$ cat src/rtl/mem_arb_pkg.sv
// mem_arb_pkg: shared encodings and default widths for the IF/MEM port arbiter.
// Imported by mem_port_arbiter and mem_arb_perf (optional MEM_ARB_PERF_EN build).
package mem_arb_pkg;

    localparam int ARB_ADDR_W = 32;
    localparam int ARB_DATA_W = 32;
    localparam int PERF_W     = 32;

    typedef enum logic [1:0] {
        ST_IDLE  = 2'd0,
        ST_ISSUE = 2'd1,
        ST_WAIT  = 2'd2
    } arb_state_t;

    typedef enum logic {
        OWN_I = 1'b0,
        OWN_D = 1'b1
    } arb_owner_t;

endpackage

$ cat src/rtl/mem_arb_perf.sv
// mem_arb_perf: stall-cycle and completed-transaction counters for the arbiter.
// Only instantiated when MEM_ARB_PERF_EN is defined; counters wrap naturally.
module mem_arb_perf
    import mem_arb_pkg::*;
(
    input  logic              clk,
    input  logic              reset_n,
    input  logic              i_stall_if,
    input  logic              i_stall_mem,
    input  logic              i_xfer_done,
    output logic [PERF_W-1:0] o_perf_i_wait,
    output logic [PERF_W-1:0] o_perf_d_wait,
    output logic [PERF_W-1:0] o_perf_xfers
);

    logic [PERF_W-1:0] r_i_wait;
    logic [PERF_W-1:0] r_d_wait;
    logic [PERF_W-1:0] r_xfers;

    always_ff @(posedge clk or negedge reset_n) begin
        if (!reset_n) begin
            r_i_wait <= '0;
            r_d_wait <= '0;
            r_xfers  <= '0;
        end else begin
            if (i_stall_if) begin
                r_i_wait <= r_i_wait + 1'b1;
            end
            if (i_stall_mem) begin
                r_d_wait <= r_d_wait + 1'b1;
            end
            if (i_xfer_done) begin
                r_xfers <= r_xfers + 1'b1;
            end
        end
    end

    assign o_perf_i_wait = r_i_wait;
    assign o_perf_d_wait = r_d_wait;
    assign o_perf_xfers  = r_xfers;

endmodule

$ cat src/rtl/mem_port_arbiter.sv
// mem_port_arbiter: shares one memory port between IF fetches and MEM loads/stores.
// Define MEM_ARB_PERF_EN to add the perf_i_wait/perf_d_wait/perf_xfers counters.
module mem_port_arbiter
    import mem_arb_pkg::*;
#(
    parameter int ADDR_W = ARB_ADDR_W,
    parameter int DATA_W = ARB_DATA_W
) (
    input  logic              clk,
    input  logic              reset_n,
    input  logic              i_req,
    input  logic [ADDR_W-1:0] i_addr,
    output logic              i_rvalid,
    output logic [DATA_W-1:0] i_rdata,
    input  logic              d_req,
    input  logic              d_we,
    input  logic [ADDR_W-1:0] d_addr,
    input  logic [DATA_W-1:0] d_wdata,
    output logic              d_done,
    output logic [DATA_W-1:0] d_rdata,
    output logic              m_req,
    output logic              m_we,
    output logic [ADDR_W-1:0] m_addr,
    output logic [DATA_W-1:0] m_wdata,
    input  logic              m_ready,
    input  logic              m_rvalid,
    input  logic [DATA_W-1:0] m_rdata,
    output logic              stall_if,
    output logic              stall_mem
`ifdef MEM_ARB_PERF_EN
    ,
    output logic [PERF_W-1:0] perf_i_wait,
    output logic [PERF_W-1:0] perf_d_wait,
    output logic [PERF_W-1:0] perf_xfers
`endif
);

    arb_state_t        r_state;
    arb_state_t        w_state_nxt;
    arb_owner_t        r_owner;
    logic              r_we;
    logic [ADDR_W-1:0] r_addr;
    logic [DATA_W-1:0] r_wdata;

    logic w_take_d;
    logic w_take_i;
    logic w_hs;
    logic w_wr_done;
    logic w_rd_done;

    // MEM wins ties: the instruction in MEM is older than the one being fetched
    assign w_take_d  = (r_state == ST_IDLE) && d_req;
    assign w_take_i  = (r_state == ST_IDLE) && !d_req && i_req;
    assign w_hs      = (r_state == ST_ISSUE) && m_ready;
    assign w_wr_done = w_hs && r_we;
    assign w_rd_done = (r_state == ST_WAIT) && m_rvalid;

    always_ff @(posedge clk or negedge reset_n) begin
        if (!reset_n) begin
            r_state <= ST_IDLE;
        end else begin
            r_state <= w_state_nxt;
        end
    end

    always_comb begin
        w_state_nxt = r_state;
        unique case (r_state)
            ST_IDLE: begin
                if (d_req || i_req) begin
                    w_state_nxt = ST_ISSUE;
                end
            end
            ST_ISSUE: begin
                if (m_ready) begin
                    w_state_nxt = r_we ? ST_IDLE : ST_WAIT;
                end
            end
            ST_WAIT: begin
                if (m_rvalid) begin
                    w_state_nxt = ST_IDLE;
                end
            end
            default: begin
                w_state_nxt = ST_IDLE;
            end
        endcase
    end

    always_ff @(posedge clk or negedge reset_n) begin
        if (!reset_n) begin
            r_owner <= OWN_I;
            r_we    <= 1'b0;
            r_addr  <= '0;
            r_wdata <= '0;
        end else if (w_take_d) begin
            r_owner <= OWN_D;
            r_we    <= d_we;
            r_addr  <= d_addr;
            r_wdata <= d_wdata;
        end else if (w_take_i) begin
            r_owner <= OWN_I;
            r_we    <= 1'b0;
            r_addr  <= i_addr;
        end
    end

    // a done is never pulsed to a requester that has already let go of req
    always_comb begin
        m_req    = 1'b0;
        m_we     = 1'b0;
        i_rvalid = 1'b0;
        d_done   = 1'b0;
        unique case (r_state)
            ST_ISSUE: begin
                m_req  = 1'b1;
                m_we   = r_we;
                d_done = w_wr_done && d_req;
            end
            ST_WAIT: begin
                i_rvalid = w_rd_done && (r_owner == OWN_I) && i_req;
                d_done   = w_rd_done && (r_owner == OWN_D) && d_req;
            end
            default: begin
                m_req = 1'b0;
            end
        endcase
    end

    assign m_addr    = r_addr;
    assign m_wdata   = r_wdata;
    assign i_rdata   = m_rdata;
    assign d_rdata   = m_rdata;
    assign stall_if  = i_req & ~i_rvalid;
    assign stall_mem = d_req & ~d_done;

`ifdef MEM_ARB_PERF_EN
    logic w_xfer_done;

    assign w_xfer_done = w_wr_done || w_rd_done;

    mem_arb_perf u_perf (
        .clk           (clk),
        .reset_n       (reset_n),
        .i_stall_if    (stall_if),
        .i_stall_mem   (stall_mem),
        .i_xfer_done   (w_xfer_done),
        .o_perf_i_wait (perf_i_wait),
        .o_perf_d_wait (perf_d_wait),
        .o_perf_xfers  (perf_xfers)
    );
`endif

endmodule
$ cat config.mk
export PLATFORM = sky130hd
export DESIGN_NAME = mem_port_arbiter
export DESIGN_NICKNAME = d
export VERILOG_FILES = /design/src/rtl/mem_arb_pkg.sv /design/src/rtl/mem_arb_perf.sv /design/src/rtl/mem_port_arbiter.sv
export SDC_FILE = /design/constraint.sdc
export NUM_CORES = 1
export LEC_CHECK = 0
export BUFFER_PORTS_ARGS = -buffer_cell sky130_fd_sc_hd__buf_2
export CORE_AREA = 8 8 135 87
export DETAILED_ROUTE_END_ITERATION = 7
export DIE_AREA = 0 0 143 95
export GPL_TIMING_DRIVEN = 1
export PLACE_DENSITY_LB_ADDON = 0.3
export SYNTH_ARGS = -nofsm -noshare
export SYNTH_HDL_FRONTEND = slang
export SYNTH_SLANG_ARGS = --single-unit
$ cat constraint.sdc
create_clock -name clk -period 1.45 [get_ports clk]
set_input_delay 0.145 -clock clk [delete_from_list [all_inputs] [get_ports clk]]
set_output_delay 0.145 -clock clk [all_outputs]
set_load 0.02 [all_outputs]
# Word-level counts from Yosys, hierarchy flattened
# Cells that the tools add are included.
dict set report totals {
  mem_bits_rw 0
  ff_bits 68
  latchBits 0
  mem_bits_ro 0
  mem_count 0
  wordCells 45
  output_inout_bits 134
}
dict set report op_classes {
  order_cmp 0
  add_sub_neg 0
  bitwise_logic 5
  n_mul 0
  eq_ne 5
  n_div 0
  mux 14
  n_reduce_logical 16
  shift 0
}
# op n
set ops {}
lappend ops {{$mux 32} 2}
lappend ops {{$logic_and 1x1->1} 11}
lappend ops {{$mux 2} 4}
lappend ops {{$mux 1} 6}
lappend ops {{$pmux 2 s3} 1}
lappend ops {{$ne 2x2->1 const B} 2}
lappend ops {{$not 1->1} 3}
lappend ops {{$reduce_and 3->1} 1}
lappend ops {{$and 1x1->1} 2}
lappend ops {{$eq 2x1->1 const B} 1}
lappend ops {{$eq 2x2->1 const B} 1}
lappend ops {{$logic_not 2->1} 1}
lappend ops {{$ne 2x1->1 const B} 1}
lappend ops {{$pmux 1 s2} 1}
lappend ops {{$reduce_bool 2->1} 1}
lappend ops {{$logic_not 1->1} 1}
lappend ops {{$logic_or 1x1->1} 1}

# Depth between registers and ports, before layout
# Gate-level depths: netlist of run 1.
dict set report depth {
  ltp_word 7
  mapped_depth 7
  mapped_depth_nobuf 5
}

# Worst setup path after synthesis of run 1
# Ideal clock, no wire load.
dict set report synth_path {
  path_kind {reg-to-reg}
  start {reg r_state[1]}
  end {reg r_state[0]}
  path_stages_with_launch 5
  t_arrival_ps 1481
  setup_slack_ps -158
  path_buffers 0
  required_time_ps 1323
  cell_sequence {dfrtp_1 inv_1 ha_1 a222oi_1 mux2_1}
}
dict set report synth_via {
  elab_chain_len 3
  word_cells_on_any_way 8
  classes_between {eq/ne (5); mux (1); reduce/logical (2)}
}
# element line_no
set synth_lines {}
lappend synth_lines {{start: declaration} mem_port_arbiter.sv:38} ;# arb_state_t r_state;
lappend synth_lines {{start signal: assignment} mem_port_arbiter.sv:62} ;# r_state <= w_state_nxt;
lappend synth_lines {{$eq 2x2->1, or another cell as far along} mem_port_arbiter.sv:68} ;# unique case (r_state)
lappend synth_lines {{$ne 2x2->1 (no line) or $ne 2x1->1 (tied branches)} n/a}
lappend synth_lines {{$reduce_and 3->1 (no line)} n/a}
# Several ways; a longest one is shown, not always the timed one.
# A chain may end at the register's enable or synchronous reset.

# Worst setup path in the final report of run 1
dict set report layout_path {
  start {reg r_state[0]}
  end {out d_done}
}
dict set report layout_via {
  elab_chain_len 5
  word_cells_on_any_way 9
  classes_between {eq/ne (2); mux (1); reduce/logical (6)}
}
# element line_no
set layout_lines {}
lappend layout_lines {{$eq 2x2->1 or $eq 2x1->1 (tied branches)} {mem_port_arbiter.sv:56, mem_port_arbiter.sv:114, mem_port_arbiter.sv:54}}
lappend layout_lines {{$logic_and 1x1->1 (on tied branches)} {mem_port_arbiter.sv:56, mem_port_arbiter.sv:54}}
lappend layout_lines {{$logic_and 1x1->1 (on tied branches)} {mem_port_arbiter.sv:122, mem_port_arbiter.sv:55}}
lappend layout_lines {{$logic_and 1x1->1 (on tied branches)} {mem_port_arbiter.sv:122, mem_port_arbiter.sv:118}}
lappend layout_lines {{$pmux 1 s2 (*)} mem_port_arbiter.sv:114} ;# unique case (r_state)
lappend layout_lines {{end: declaration} mem_port_arbiter.sv:19} ;# output logic d_done,
# Mark *: on every way between the ends. The rest lies on a longest branch, timed or not.

==> results of run 1 <==
-- routing by layer --
layer / routed length, µm / GRT usage, % / share of wire [%] / up-vias
met5: 0 / 0 / 0 / -
met4: 142 / 4.66 / 1.4 / 0
met3: 1140 / 7.71 / 11 / 25
met2: 4600 / 22.6 / 45 / 129
met1: 4410 / 16.2 / 43 / 1172
li1: - / - / - / 1181
-- synthesized netlist by cell type --
| cell | number | area share (%) |
|---|---|---|
| nor2_2 | 1 | 0.19 |
| and4b_1 | 1 | 0.30 |
| buf_1 | 1 | 0.11 |
| a21boi_0 | 1 | 0.22 |
| o21ai_0 | 1 | 0.15 |
| a222oi_1 | 1 | 0.30 |
| nand3_1 | 2 | 0.30 |
| ha_1 | 4 | 1.5 |
| inv_1 | 4 | 0.44 |
| and2_1 | 1 | 0.19 |
| mux2i_1 | 1 | 0.30 |
| nand2_1 | 4 | 0.44 |
| mux2_1 | 1 | 0.33 |
| mux2_2 | 32 | 11 |
| and3_1 | 1 | 0.19 |
| nor2b_1 | 2 | 0.37 |
| dfrtp_1 | 68 | 50 |
| a32o_1 | 1 | 0.30 |
| o21ai_1 | 1 | 0.15 |
| buf_4 | 65 | 14 |
| buf_2 | 9 | 1.3 |
| clkbuf_1 | 7 | 0.78 |
| nand2b_1 | 1 | 0.19 |
| a22o_1 | 64 | 17 |
-- area by class of cell --
class                           count  area, µm²
Inverter                            4       15.0
Timing Repair Buffer              197       1230
Tap cell                          135        169
Sequential cell                    68       1700
Multi-Input combinational cell    120       1260
Clock buffer                       12        256
Fill cell                         893       4950
Clock inverter                      4       47.5
-- report_power, final --
group          leakage [µW]  switching, µW  total (µW)  internal [µW]
logic               0.00148           2840        5460           2620
clock network      0.000149            783        2200           1420
registers          0.000823            526        3370           2840
total               0.00245           4140       11000           6890
-- per-stage QoR --
stage	worst slack, ns	util (%)	cell area (µm²)
floorplan	-0.0839	-	3420
global placement	-0.0195	41.7	4020
detailed placement	-0.0806	41.7	4020
CTS	-0.250	46.4	4470
global route	-0.320	48.6	4690
finish	-0.255	48.6	4690
-- kinds of logic (layout without fill, tap and decap cells) --
kind of cell / Yosys count / in the layout / share of synthesized area (%)
fa+ha+maj: 4 / 4 / 1.48
compound gates: 69 / 69 / 17.7
simple gates: 13 / 13 / 2.15
buf+inv: 86 / 217 / 17.1
flops: 68 / 68 / 50.3
mux: 34 / 34 / 11.3
-- path summary, 6_finish.rpt --
check	endpoint	cells after the start	slack (ns)
hold / removal	m_wdata[17]$_DFFE_PN0P_	2	0.05
setup reg to reg	r_state[0]$_DFFE_PN0P_	5	-0.19
hold reg to reg	m_addr[25]$_DFFE_PN0P_	1	0.50
setup / recovery	d_done	7	-0.26
max in group asynchronous	m_wdata[27]$_DFFE_PN0P_	3	0.68
min in group asynchronous	m_addr[12]$_DFFE_PN0P_	3	0.41
-- registers in the layout, indices dropped and copies added, names as in the netlist --
register  count
m_wdata      32
r_state       2
r_we          1
m_addr       32
r_owner       1
-- worst max-delay path: cells and delay by family, from the launching register on --
| family | cells | cell delay [ns] |
|---|---|---|
| DFF | 1 | 0.43 |
| buffers and inverters | 3 | 0.30 |
| and+or+nand+nor | 2 | 0.26 |
| adders and majority gates | 1 | 0.16 |
| AOI/OAI and AO/OA | 1 | 0.08 |
-- repair_timing --
action	CTS	global route
hold endpoints to repair	68	0
hold buffers	1	0
cloned	2	3
resized for setup	16	34
buffers inserted	3	2
pin swaps	4	2
endpoints found under the setup margin	9	72
==> key figures, run 1 <==
Clock tree
  • Clock Tree Buf Depth: 2
  • CTS tree: done
  • Clk pin slew, worst setup/hold paths: 0.06 ns
  • Worst skew pair latency: 0.32 ns
  • H-tree depth: 3
  • CTS Buf Count: 9
  • CTS Sinks: 68
  • Root buffer cell: clkbuf_16

STA
  • Endpoints failing hold: 0
  • Max Freq: 0.586 GHz
  • Share of the clock period used by the worst path: 118%
  • Fin. max-slew vios: 0
  • Min Clock Period, post-route: 1.71 ns
  • RSZ-0062 raised after global routing: true
  • Final WS setup: -0.255 ns
  • Clock Skew: 0.00257 ns
  • Hold Slack: 0.0463 ns
  • Worst rel slew slack: 68.4%
  • Worst Max-Slew Pin Slew: 0.474 ns
  • Number of setup violations in the final report: 70
  • Final TNS setup: -5.84 ns

Floorplanning
  • Starting density of the core: 35.1%
  • Placeable Area: 0.00963 mm²
  • Die footprint: 0.0136 mm²
  • Chip width: 143 µm
  • Die height: 95 µm
  • Ports: 269
  • Row Count: 28

Layout
  • Non-filler cells, final: 540
  • Commonest cells after routing, fill and taps aside: buf_2 (166), dfrtp_1 (68), a22o_1 (64)
  • Most common cell after layout, fill and taps aside: buf_2
  • Fin nets: 539
  • Layout area overhead: 38.5%
  • Layout cells sized above 1: 63.2%
  • N_diodes: 0

Power
  • Pleak: 0.00245 µW
  • Power Dens Cells: 2350 mW/mm²
  • Max IR drop VDD: 1.07 mV
  • Power, Total: 11000 µW

Yosys
  • Seq cells post-synth: 68
  • Syn Nets: 413
  • Post-Syn Area: 0.00338 mm²
  • Post-Synthesis Cells: 274
  • Yosys warns: 0
  • Mapped Avg Cell Area: 12.3 µm²
  • Cell variety after synth: 24
  • Sequential area share after synthesis: 50.3%

Detailed routing
  • Total Wirelength: 10300 µm
  • Routed via count: 2507
  • Routed WL per cell: 19.1 µm
  • Antenna Violating Nets Remaining: 0
  • Drt first pass iters: 4
  • Via density: 4.64
  • Drt drc: 0
  • DR iter-0 viols: 41

Worst setup path
  • CP max FO: 3
  • Class of the most critical setup path: flop to primary output
  • Type of element launching the critical path: flop
  • CP startpoint: r_state[0]$_DFFE_PN0P_
  • Crit-path max cell delay: 0.43 ns
  • Crit path DAT: 1.56 ns
  • CP required: 1.31 ns
  • R2R Path Start: r_state[0]$_DFFE_PN0P_
  • Crit-path most repeated cell: buf_6
  • Crit path cell chain: inv_2 -> ha_4 -> buf_6 -> nand3_1 -> o21ai_2 -> and3_4 -> buf_6
  • Slowest CP cell: dfrtp_1
  • CP Capture Type: primary output

Place
  • Inst Count DP: 513
  • GP Congestion: 0.784
  • Input/output buffers: 172
  • DPL Wire Length: 7040 µm

Min path
  • Hold crit path type: primary input to flop
  • Min-delay src: d_wdata[17]

Global route
  • Largest net degree at the start of global routing: 38
  • First-pass GRT wire length: 15000 µm
  • Initial antenna violation count: 0
  • Vias in the first global route: 2761
  • Grt ovf: 0
  • GRT Util Overall: 14.2%

Job
  • Max-Cap Viols: 0

Run status
  • Status: complete, but fails checks
  • Failing checks: negative setup slack
No activity file was read; power rests on OpenSTA's default activity.
==> run 2: changes to the inputs <==
--- a/config.mk
+++ b/config.mk
@@ -6,9 +6,9 @@
 export NUM_CORES = 1
 export LEC_CHECK = 0
 export BUFFER_PORTS_ARGS = -buffer_cell sky130_fd_sc_hd__buf_2
-export CORE_AREA = 8 8 135 87
+export CORE_AREA = 8 8 128 83
 export DETAILED_ROUTE_END_ITERATION = 7
-export DIE_AREA = 0 0 143 95
+export DIE_AREA = 0 0 136 91
 export GPL_TIMING_DRIVEN = 1
 export PLACE_DENSITY_LB_ADDON = 0.3
 export SYNTH_ARGS = -nofsm -noshare
==> constraint.sdc (replaced) <==
create_clock -name clk -period 1.9 [get_ports clk]
set_input_delay 0.19 -clock clk [delete_from_list [all_inputs] [get_ports clk]]
set_output_delay 0.19 -clock clk [all_outputs]
set_load 0.02 [all_outputs]
==> key figures, run 2 (synthesis results as in run 1) <==
Clock tree
  • CTS tree: done
  • Root buffer cell: clkbuf_16
  • Worst skew pair latency: 0.32 ns (about the same)
  • CTS Sinks: 68 (unchanged)
  • CTS Buf Count: 9 (unchanged)
  • Clk pin slew, worst setup/hold paths: 0.06 ns (about the same)
  • H-tree depth: 3 (unchanged)
  • Clock Tree Buf Depth: 2 (unchanged)
  • Post-CTS Setup Repair Bufs: 0 (-3)

Floorplanning
  • Die height: 91 µm (-4.2%)
  • Placeable Area: 0.00878 mm² (-8.8%)
  • Chip width: 136 µm (-4.9%)
  • Die footprint: 0.0124 mm² (-8.9%)
  • Starting density of the core: 38.5% (+3.4 points)
  • Row Count: 27 (-3.6%)
  • Ports: 269 (unchanged)

Detailed routing
  • Drt drc: 0 (unchanged)
  • Via density: 4.88 (+5.0%)
  • DR iter-0 viols: 72 (+76%)
  • Antenna Violating Nets Remaining: 0 (unchanged)
  • Total Wirelength: 8700 µm (-16%)
  • Drt first pass iters: 4 (unchanged)
  • Routed via count: 2472 (-1.4%)
  • Routed WL per cell: 17.2 µm (-10%)

Worst setup path
  • Type of element launching the critical path: flop
  • CP required: 1.71 ns (+0.40 ns)
  • Crit path DAT: 1.59 ns (+0.03 ns)
  • Crit-path max cell delay: 0.40 ns (-0.03 ns)
  • Slowest CP cell: dfrtp_1
  • Worst R2R End: r_state[0]$_DFFE_PN0P_
  • Class of the most critical setup path: flop to primary output
  • Top Family by Delay on Critical Path: flip-flops
  • Reg2Reg Setup Slack: 0.16 ns (+0.35 ns)
  • CP max FO: 4 (+1)
  • R2R Path Start: r_state[0]$_DFFE_PN0P_
  • Reg2reg path depth: 4 (-1)
  • CP Capture Type: primary output
  • CP bufs+invs: 2 (-1)
  • Crit path cell chain: inv_1 -> ha_1 -> and4b_1 -> nor2b_1 -> buf_2
  • Critical Path Stages: 5 (-2)

Min path
  • Worst hold stages: 2 (unchanged)
  • Hold crit path type: primary input to flop
  • Min-delay src: d_wdata[22]
  • Hold EP: m_wdata[22]$_DFFE_PN0P_

STA
  • Endpoints failing hold: 0 (unchanged)
  • RSZ-0062 raised after global routing: false
  • Share of the clock period used by the worst path: 93.8%
  • Fin. max-slew vios: 0 (unchanged)
  • Number of setup violations in the final report: 0 (-100%)
  • Worst rel slew slack: 53.5% (-15 points)
  • Worst Max-Slew Pin Slew: 0.698 ns (+0.224 ns)
  • Clock Skew: 0.00733 ns (+0.00476 ns)
  • Min Clock Period, post-route: 1.78 ns
  • Final TNS setup: 0 ns (+5.84 ns)
  • Max Freq: 0.561 GHz

Run status
  • Status: finished, final reports clean

Power
  • Pleak: 0.00222 µW (-9.6%)
  • Power Dens Cells: 1770 mW/mm² (-25%)
  • Max IR drop VDD: 0.923 mV (-14%)

Global route
  • First-pass GRT wire length: 13900 µm (-7.1%)
  • Initial antenna violation count: 0 (unchanged)
  • Vias in the first global route: 2689 (-2.6%)
  • Grt ovf: 0 (unchanged)
  • GRT Util Overall: 14.0% (-0.25 points)
  • Largest net degree at the start of global routing: 34 (-11%)

Layout
  • Finished Cell Area: 0.00427 mm² (-8.8%)
  • Layout cells sized above 1: 60.1% (-3.1 points)
  • Seq. cell area: 0.00170 mm² (unchanged)
  • Area of the multi-input gates: 0.00112 mm² (-11%)
  • Non-filler cells, final: 507 (-6.1%)
  • N_diodes: 0 (unchanged)
  • Filler instances: 809 (-9.4%)
  • Most common cell after layout, fill and taps aside: buf_2
  • Commonest cells after routing, fill and taps aside: buf_2 (171), dfrtp_1 (68), a22o_1 (64)
  • Fin nets: 525 (-2.6%)
  • Layout area overhead: 26.3%

Place
  • GP Congestion: 0.770 (-1.8%)
  • Input/output buffers: 172 (unchanged)
  • Dpl cell area: 0.00394 mm² (-1.9%)
  • Inst Count DP: 490 (-4.5%)
  • DPL Wire Length: 6730 µm (-4.4%)

Job
  • Max-Cap Viols: 0 (unchanged)
==> run 2: cell types whose count changed in the layout (fill, tap and decap cells not counted), moves of 3 or more <==
cell,delta
mux2_4,-22
buf_6,-7
clkbuf_16,-3
mux2_2,+22
buf_2,+5
buf_4,-6
==> run 2: power by group <==
| part | internal [µW] | switching (µW) |
|---|---|---|
| Combinational | 1430 | 1940 |
| Sequential | 2170 | 365 |
| Clock | 1050 | 593 |
==> run 2: area by class of cell <==
class / count / share of cell area, %
well taps: 116 / 3.40
repair buffers: 183 / 23.1
clock buffers: 10 / 5.59
flip-flops and latches: 68 / 39.8
clock inverters: 6 / 1.49
inverters: 4 / 0.351
multi-input cells: 120 / 26.2
==> run 2: per-layer routing <==
metal	GRT usage, %	vias to the layer above	wire length [µm]
met2	21.3	129	3880
met4	4.73	0	123
met3	6.88	16	1070
met1	17.0	1176	3630
met5	0	-	0
li1	-	1151	-
==> run 2: worst max-delay path by stage <==
stage	from	end	slack, ns
2_1_floorplan	r_state[1]$_DFFE_PN0P_	r_state[0]$_DFFE_PN0P_	0.29
3_3_place_gp	r_state[0]$_DFFE_PN0P_	r_state[0]$_DFFE_PN0P_	0.32
3_5_place_dp	r_state[0]$_DFFE_PN0P_	r_state[0]$_DFFE_PN0P_	0.22
4_1_cts	r_state[1]$_DFFE_PN0P_	d_done	0.02
5_1_grt	r_state[0]$_DFFE_PN0P_	d_done	0.0005
6_report	r_state[0]$_DFFE_PN0P_	stall_if	0.12
==> run 2: metrics by stage <==
step | utilization [%] | setup slack [ns] | total power, µW | hold slack, ns
2_1_floorplan | - | 0.292 | 4840 | -0.106
3_3_place_gp | 44.9 | 0.316 | 5880 | 0.178
3_5_place_dp | 44.9 | 0.224 | 5940 | 0.177
4_1_cts | 48.5 | 0.0213 | 7640 | 0.0800
5_1_grt | 48.6 | 0.000465 | 8010 | 0.0797
6_report | 48.6 | 0.117 | 7540 | 0.0982
==> run 2: timing repair <==
| item | CTS | global route |
|---|---|---|
| setup endpoints to repair | 0 | 2 |
| hold buffers | 1 | 0 |
| resized for setup | 0 | 5 |
| hold endpoints to repair | 17 | 0 |
